### src/rtl/mem_access_unit.sv
// RV32 load/store initiator for a word-wide DataMem without byte enables: word-aligns, extends loads,
// read-modify-writes sub-word stores. SW/errors 2 cycles, loads 3, SB/SH 4; start ignored while busy.
module mem_access_unit #(
  parameter int XLEN = 32
) (
  input  logic            clk,
  input  logic            reset,
  input  logic            start,
  input  logic            isStore,
  input  logic [2:0]      funct3,
  input  logic [XLEN-1:0] addr,
  input  logic [XLEN-1:0] storeData,
  output logic            busy,
  output logic            done,
  output logic [XLEN-1:0] loadData,
  output logic            misaligned,
  output logic            accessFault,
  output logic [XLEN-1:0] memAddress,
  output logic [XLEN-1:0] memWriteData,
  output logic            memWriteEnable,
  output logic            memReadEnable,
  input  logic [XLEN-1:0] memReadData
);

  typedef enum logic [2:0] {
    S_IDLE, S_RD_REQ, S_RD_WAIT, S_WR, S_ERR, S_DONE
  } state_t;

  state_t          state_q, state_d;
  logic            is_store_q, is_store_d;
  logic [2:0]      funct3_q, funct3_d;
  logic [XLEN-1:0] addr_q, addr_d;
  logic [XLEN-1:0] store_data_q, store_data_d;
  logic            busy_q, busy_d;
  logic            done_q, done_d;
  logic            misaligned_q, misaligned_d;
  logic            access_fault_q, access_fault_d;
  logic [XLEN-1:0] load_data_q, load_data_d;
  logic [XLEN-1:0] mem_addr_q, mem_addr_d;
  logic [XLEN-1:0] mem_wdata_q, mem_wdata_d;
  logic            mem_we_q, mem_we_d;
  logic            mem_re_q, mem_re_d;

  logic            req_illegal, req_misaligned;
  logic [4:0]      byte_sh, half_sh;
  logic [XLEN-1:0] rd_byte_w, rd_half_w, load_ext, lane_mask, lane_ins, merged;
  logic [7:0]      rd_byte;
  logic [15:0]     rd_half;

  // Request checks use the live inputs because they are only acted on in IDLE.
  always_comb begin
    req_illegal    = isStore ? (funct3[2] | (funct3 == 3'b011))
                             : ((funct3 == 3'b011) | (funct3 == 3'b110) | (funct3 == 3'b111));
    req_misaligned = ((funct3[1:0] == 2'b01) & addr[0]) |
                     ((funct3[1:0] == 2'b10) & (addr[1:0] != 2'b00));
  end

  always_comb begin
    byte_sh   = {addr_q[1:0], 3'b000};
    half_sh   = {addr_q[1], 4'b0000};
    rd_byte_w = memReadData >> byte_sh;
    rd_half_w = memReadData >> half_sh;
    rd_byte   = rd_byte_w[7:0];
    rd_half   = rd_half_w[15:0];
    case (funct3_q)
      3'b000:  load_ext = {{(XLEN-8){rd_byte[7]}}, rd_byte};
      3'b100:  load_ext = {{(XLEN-8){1'b0}}, rd_byte};
      3'b001:  load_ext = {{(XLEN-16){rd_half[15]}}, rd_half};
      3'b101:  load_ext = {{(XLEN-16){1'b0}}, rd_half};
      default: load_ext = memReadData;
    endcase
    if (funct3_q[1:0] == 2'b00) begin
      lane_mask = XLEN'(8'hFF) << byte_sh;
      lane_ins  = XLEN'(store_data_q[7:0]) << byte_sh;
    end else begin
      lane_mask = XLEN'(16'hFFFF) << half_sh;
      lane_ins  = XLEN'(store_data_q[15:0]) << half_sh;
    end
    merged = (memReadData & ~lane_mask) | lane_ins;
  end

  // Outputs are registered from the next state, so strobes line up with the state they belong to.
  always_comb begin
    state_d        = state_q;
    is_store_d     = is_store_q;
    funct3_d       = funct3_q;
    addr_d         = addr_q;
    store_data_d   = store_data_q;
    misaligned_d   = misaligned_q;
    access_fault_d = access_fault_q;
    load_data_d    = load_data_q;
    done_d         = 1'b0;
    mem_we_d       = 1'b0;
    mem_re_d       = 1'b0;
    mem_addr_d     = '0;
    mem_wdata_d    = '0;
    case (state_q)
      S_IDLE: begin
        if (start) begin
          is_store_d   = isStore;
          funct3_d     = funct3;
          addr_d       = addr;
          store_data_d = storeData;
          if (req_illegal) begin
            access_fault_d = 1'b1;
            state_d        = S_ERR;
          end else if (req_misaligned) begin
            misaligned_d = 1'b1;
            state_d      = S_ERR;
          end else if (isStore && funct3 == 3'b010) begin
            mem_we_d    = 1'b1;
            mem_addr_d  = {addr[XLEN-1:2], 2'b00};
            mem_wdata_d = storeData;
            state_d     = S_WR;
          end else begin
            mem_re_d   = 1'b1;
            mem_addr_d = {addr[XLEN-1:2], 2'b00};
            state_d    = S_RD_REQ;
          end
        end
      end
      S_RD_REQ: state_d = S_RD_WAIT;
      S_RD_WAIT: begin
        if (is_store_q) begin
          mem_we_d    = 1'b1;
          mem_addr_d  = {addr_q[XLEN-1:2], 2'b00};
          mem_wdata_d = merged;
          state_d     = S_WR;
        end else begin
          load_data_d = load_ext;
          done_d      = 1'b1;
          state_d     = S_DONE;
        end
      end
      S_WR, S_ERR: begin
        done_d  = 1'b1;
        state_d = S_DONE;
      end
      S_DONE: begin
        misaligned_d   = 1'b0;
        access_fault_d = 1'b0;
        state_d        = S_IDLE;
      end
      default: state_d = S_IDLE;
    endcase
    busy_d = (state_d != S_IDLE);
  end

  always_ff @(posedge clk) begin
    if (reset) begin
      state_q        <= S_IDLE;
      is_store_q     <= 1'b0;
      funct3_q       <= '0;
      addr_q         <= '0;
      store_data_q   <= '0;
      busy_q         <= 1'b0;
      done_q         <= 1'b0;
      misaligned_q   <= 1'b0;
      access_fault_q <= 1'b0;
      load_data_q    <= '0;
      mem_addr_q     <= '0;
      mem_wdata_q    <= '0;
      mem_we_q       <= 1'b0;
      mem_re_q       <= 1'b0;
    end else begin
      state_q        <= state_d;
      is_store_q     <= is_store_d;
      funct3_q       <= funct3_d;
      addr_q         <= addr_d;
      store_data_q   <= store_data_d;
      busy_q         <= busy_d;
      done_q         <= done_d;
      misaligned_q   <= misaligned_d;
      access_fault_q <= access_fault_d;
      load_data_q    <= load_data_d;
      mem_addr_q     <= mem_addr_d;
      mem_wdata_q    <= mem_wdata_d;
      mem_we_q       <= mem_we_d;
      mem_re_q       <= mem_re_d;
    end
  end

  // Strobes are masked by reset directly so a write in flight cannot land while reset is high.
  assign memWriteEnable = mem_we_q & ~reset;
  assign memReadEnable  = mem_re_q & ~reset;
  assign memAddress     = (memWriteEnable | memReadEnable) ? mem_addr_q : '0;
  assign memWriteData   = mem_wdata_q;
  assign busy           = busy_q;
  assign done           = done_q;
  assign loadData       = load_data_q;
  assign misaligned     = misaligned_q;
  assign accessFault    = access_fault_q;

endmodule

### config.mk
export PLATFORM = sky130hd
export DESIGN_NAME = mem_access_unit
export DESIGN_NICKNAME = d
export VERILOG_FILES = /design/src/rtl/mem_access_unit.sv
export SDC_FILE = /design/constraint.sdc
export NUM_CORES = 1
export LEC_CHECK = 0
export CELL_PAD_IN_SITES_DETAIL_PLACEMENT = 0
export CELL_PAD_IN_SITES_GLOBAL_PLACEMENT = 2
export CORE_MARGIN = 1
export CORE_UTILIZATION = 26
export DETAILED_ROUTE_END_ITERATION = 7
export GPL_TIMING_DRIVEN = 1
export PLACE_DENSITY = 0.91
export RECOVER_POWER = 50
export SLEW_MARGIN = 20
export SYNTH_ARGS = -nofsm -noshare
export SYNTH_HDL_FRONTEND = slang
export SYNTH_SLANG_ARGS = --single-unit
### constraint.sdc
create_clock -name clk -period 2.2 [get_ports clk]
set_input_delay 0.44 -clock clk [delete_from_list [all_inputs] [get_ports clk]]
set_output_delay 0.44 -clock clk [all_outputs]
set_load 0.02 [all_outputs]
# Yosys cells after proc, flatten, opt, wreduce, memory -nomap -nowiden
# Cells that the tools add are included.
totals:
  latch_bits: 0
  mem_count: 0
  reg_bits: 157
  ramBits: 0
  in_bits: 103
  rom_bits: 0
  output_inout_bits: 102
  elab_cells: 105
op_classes:
  n_mux: 38
  n_div: 0
  bitwise_logic: 16
  n_lt_le_gt_ge: 0
  mul: 0
  eq_ne: 18
  add_sub_neg: 0
  n_reduce_logical: 13
  n_shift: 6
op_table:
  columns: ["op", "count"]
  rows:
  - ["32-bit 2-to-1 mux", 12]
  - ["32-bit case mux with 2 select lines", 2]
  - ["32-bit case mux with 4 select lines", 1]
  - ["32-bit AND", 1]
  - ["32-bit inverter", 1]
  - ["32-bit bitwise OR", 1]
  - ["16-bit by 5-bit left shift with 32-bit output", 1]
  - ["16-bit by 5-bit left shift with 32-bit output (first input constant)", 1]
  - ["8-bit by 5-bit left shift with 32-bit output", 1]
  - ["8-bit by 5-bit left shift with 32-bit output (first input constant)", 1]
  - ["32-bit by 5-bit right shift with 16-bit output", 1]
  - ["32-bit by 5-bit right shift with 8-bit output", 1]
  - ["3-bit equality test (second input constant)", 6]
  - ["1-bit 2-to-1 mux", 13]
  - ["3-bit by 2-bit equality test with 1-bit output (second input constant)", 4]
  - ["3-bit 2-to-1 mux", 4]
  - ["3-bit case mux with 4 select lines", 1]
  - ["2-bit != test (second input constant)", 4]
  - ["1-bit case mux with 2 select lines", 4]
  - ["3-bit by 1-bit equality test with 1-bit output (second input constant)", 2]
  - ["3-bit logical NOT", 2]
  - ["1-bit bitwise OR", 5]
  - ["5-bit OR reduction", 1]
  - ["1-bit AND", 4]
  - ["12 further kinds", 17]

# Logic depth before layout (Yosys ltp)
logic_depth:
  depth_word: 8
  mapped_depth: 7
  mapped_depth_nobuf: 4

# Worst setup path after synthesis
# OpenSTA, ideal clock, no wires.
synth_timing:
  path_kind: "input port to flip-flop"
  from: "in funct3[0]"
  to: "reg mem_wdata_q[24] (netlist: memWriteData[24])"
  required_time_ns: 2.141
  n_path_buf: 1
  t_arrival_ns: 1.848
  setup_slack_ns: 0.293
  path_stages: 4
  cell_sequence: "or4_1 > a2111oi_4 > buf_6 > a22o_1"
synth_via:
  elab_chain_cells: 7
  elab_cells_between_ends: 19
  cone_classes: "eq/ne (6); mux (6); bitwise (6); reduce/logical (1)"
synth_lines:
  columns: ["element", "line", "text"]
  rows:
  - ["start: declaration", "10", "input logic [2:0] funct3,"]
  - ["3-bit by 2-bit equality test with 1-bit output (tied with other cells)", "52, 53", null]
  - ["1-bit bitwise OR (tied with other cells) (2 in series)", "53", ": ((funct3 == 3'b011) | (funct3 == 3'b110) | (funct3 == 3'b111));"]
  - ["1-bit 2-to-1 mux or 32-bit 2-to-1 mux (tied branches)", "52, 107", null]
  - ["32-bit 2-to-1 mux (*)", "104", "if (req_illegal) begin"]
  - ["32-bit 2-to-1 mux (*)", "99", "if (start) begin"]
  - ["32-bit case mux with 2 select lines (*)", "97", "case (state_q)"]
  - ["end signal: assignment", "177", "mem_wdata_q <= mem_wdata_d;"]
  - ["end: declaration", "40", "logic [XLEN-1:0] mem_wdata_q, mem_wdata_d;"]
# Every way passes the cells marked *; elsewhere a longest branch is shown, timed or not.
# A chain may end at the register's enable or synchronous reset.

# Worst setup path in the final report
layout_timing:
  from: "reg mem_we_q"
  to: "out memAddress[18]"
layout_via:
  elab_chain_cells: 3
layout_lines:
  columns: ["element", "line", "text"]
  rows:
  - ["start: declaration", "41", "logic mem_we_q, mem_we_d;"]
  - ["start signal: assignment", "178", "mem_we_q <= mem_we_d;"]
  - ["1-bit AND", "184", "assign memWriteEnable = mem_we_q & ~reset;"]
  - ["1-bit bitwise OR", "186", "assign memAddress = (memWriteEnable | memReadEnable) ? mem_addr_q : '0;"]
  - ["32-bit 2-to-1 mux", "186", null]
  - ["end: declaration", "18", "output logic [XLEN-1:0] memAddress,"]
# No other way between the ends.

==> flow_summary.ini <==
[placed_design]
hpwl_mm = 16.35
globalplace.congestion = 0.8314
portBuffers = 202
dpl_cell_area_um2 = 9005

[hold_path]
whs_path_depth = 2
worstHoldStart = addr_q[5]
min_path_type = flop to flop
hold_path_end = addr_q[5]

[global_routing]
grt_start_max_net_pins = 39
grt_usage_pct = 18.08
grt_remaining_overflow = 0
grt_pass1_vias = 6182
antenna_found_initial = 0
grt_first_pass_wirelength_mm = 35.29

[sta]
max_slew_margin_vs_limit_pct = 55.81
worst-slew-pin-transition_ns = 0.6628
timing.final.hold_violations = 0
rsz0062_at_grt = no
layout_worst_path_cycle_share_pct = 94.59
holdWs_ns = 0.4568
setup_viol_count_final = 0
timing.fmax_ghz = 0.4805
worst_clock_skew_on_the_final_layout_ns = 0.01650
maxSlewViolCount = 0
post-route-min-period_ns = 2.081

[cts]
cts_sinks = 155
ctsRootBufferMaster = sky130_fd_sc_hd__clkbuf_16
worst_skew_pair.late_latency_ns = 0.43
number_of_buffers_created_by_cts = 17
clock_buffer_depth = 2
post_cts_setup_bufs = 0
htree_levels = 4
tritoncts = done
register_clock_pin_slew_on_the_reported_worst_setup_and_hold_paths_ns = 0.07

[layout]
final_cell_mix = sky130_fd_sc_hd__nand2_1, sky130_fd_sc_hd__dfxtp_1, sky130_fd_sc_hd__clkdlybuf4s50_1, sky130_fd_sc_hd__a21oi_1, sky130_fd_sc_hd__dlygate4sd3_1
layout_area_growth_over_synthesis_pct = 48.12
insertedDiodeCount = 0
num-nets-final = 1072
n_fill_cell = 2473
drive_gt1_share_pct = 10.18
finish.instance_area_um2 = 9485
final_common_cell = sky130_fd_sc_hd__nand2_1

[drt]
drt-initial-drc-count = 487
totalWireLength_mm = 22.42
remaining_drc_errors = 0
avgRoutedWirePerCell_um = 17.17
detailroute.via_count = 6284
firstDrtPassIters = 5
vias_per_cell = 4.812
drtAntennaViolNets = 0

[floorplan]
core_area_um2 = 24250
initial_utilization_pct = 26.41
die-area_um2 = 25260
die_width_um = 158.9
die-height_um = 158.9
rows = 57
io_pins = 205

[pwr]
power.static_leakage_nw = 3.802
irDropWorstVdd_v = 0.0004055
power.density_cell_area_nw_per_um2 = 804.9
total_power_mw = 7.635

[yosys]
syn-mean-instance-area_um2 = 8.459
post_synth_num_cell_types = 45
synthCells = 757
synth.yosys.seq_area_share_pct = 48.46
synth.yosys.warnings = 0
postSynthRegisterBits = 155
netlist_area_um2 = 6404

[worst_setup_path]
crit-reg2reg-launch = state_q[0]
worst_ep_arrival_time_ns = 1.64
setup.worst_path.class = flop to output port
worst_setup_path_start_kind = flop
worstReg2RegEnd = mem_addr_q[9]
rrSetupSlack_ns = 0.23
endpoint_kind_of_the_worst_setup_timing_path = output port
critical_path_required_ns = 1.76
worstRegToRegCells = 6
path_max_fanout = 26

[status]
run_status = complete, no violations

[run]
maxCapViolations = 0
-- worst max path at each step --
| stage | start | to | depth (start not counted) |
|---|---|---|---|
| 2_1_floorplan | funct3[0] | memWriteData[24] | 4 |
| 3_3_place_gp | funct3[0] | memWriteData[29] | 5 |
| 3_5_place_dp | funct3[0] | memWriteData[11] | 6 |
| 4_1_cts | mem_re_q | memReadEnable | 3 |
| 5_1_grt | mem_we_q | memAddress[9] | 5 |
| 6_report | mem_we_q | memAddress[18] | 5 |
-- synthesized netlist by cell type, drive strengths merged --
library cell	n	area, µm²
o221ai	5	43.79
or4b	2	23.77
nor2	18	67.56
o211ai	1	7.510
dfxtp	155	3103
inv	11	41.29
nand2b	7	43.79
or4bb	1	11.26
nand3	2	10.01
or3	2	12.51
nor3	8	40.04
buf	17	120.1
o21a	2	15.01
and2b	1	7.510
conb	1	3.750
nand2	171	641.9
a2111oi	1	27.53
o21ai	70	350.3
o22a	8	70.07
nand3b	1	7.510
a221o	7	70.07
nor2b	43	269.0
or3b	1	8.760
nor4	1	6.260
mux2i	21	210.2
a21oi	86	434.2
clkbuf	42	157.7
a31oi	3	18.77
or2	2	12.51
a221oi	3	26.28
or4	1	7.510
and3	1	6.260
nor4b	2	23.77
a22o	40	350.3
a211oi	4	30.03
o22ai	14	87.58
o41ai	1	27.53
a311oi	1	8.760
-- registers in the layout (all words and copies together) (netlist names) --
signal        flops
addr_q           32
loadData         32
memWriteData     32
mem_addr_q       30
store_data_q     16
funct3_q          3
state_q           3
accessFault       1
busy              1
done              1
is_store_q        1
mem_re_q          1
mem_we_q          1
misaligned        1
-- critical path, stage by stage (launching register included) --
cell and delay (ns):
sky130_fd_sc_hd__dfxtp_1 0.31, sky130_fd_sc_hd__nor2b_1 0.19, sky130_fd_sc_hd__nor2_2 0.09, sky130_fd_sc_hd__buf_12 0.16, sky130_fd_sc_hd__nor2b_1 0.11, sky130_fd_sc_hd__dlygate4sd2_1 0.35
-- report_power, final --
part	internal (mW)	leakage, nW	total (mW)	switching, mW
clock network	1.72	0.295	3.05	1.33
logic	0.615	2.25	1.47	0.855
registers	3.00	1.26	3.12	0.121
-- through the flow --
stage / utilization [%] / TNS [ns] / std cells / worst slack (ns)
2_1_floorplan: - / 0 / 758 / 0.2930
3_3_place_gp: 37.14 / -6.412 / 1274 / -0.1416
3_5_place_dp: 37.14 / -10.44 / 1274 / -0.2205
4_1_cts: 39.46 / 0 / 1306 / 0.02229
5_1_grt: 39.12 / 0 / 1306 / 0.0005204
6_report: 39.12 / 0 / 1306 / 0.1189
-- logic make-up (layout without fill, tap and decap cells) --
group / count (synthesis) / count (layout) / synth area share [%]
mux: 21 / 21 / 3.283
other cells: 1 / 2 / 0.05856
simple gates: 264 / 264 / 18.74
compound gates: 246 / 246 / 24.48
buf+inv: 70 / 294 / 4.982
flops: 155 / 155 / 48.46
-- cell type report --
cell class | count | area (µm²) | share of cell area [%]
well taps | 324 | 405.4 | 4.274
repair buffers | 251 | 2342 | 24.69
inverters | 11 | 41.29 | 0.4353
multi-input cells | 533 | 2992 | 31.54
flip-flops and latches | 155 | 3103 | 32.71
clock inverters | 15 | 176.4 | 1.860
clock buffers | 17 | 425.4 | 4.485
-- repair_timing --
action | CTS | global route
cloned | 0 | 0
hold buffers | 0 | 0
endpoints found under the setup margin | 30 | 28
gates resized for setup | 30 | 31
-- metal layers --
layer	GRT usage, %	up-vias	part of all wire, %
met5	0	-	0
met4	5.157	0	1.4
met3	4.090	20	6.6
met2	29.29	219	47
met1	24.01	2978	45
li1	-	3067	-
No activity file was read; power rests on OpenSTA's default activity.
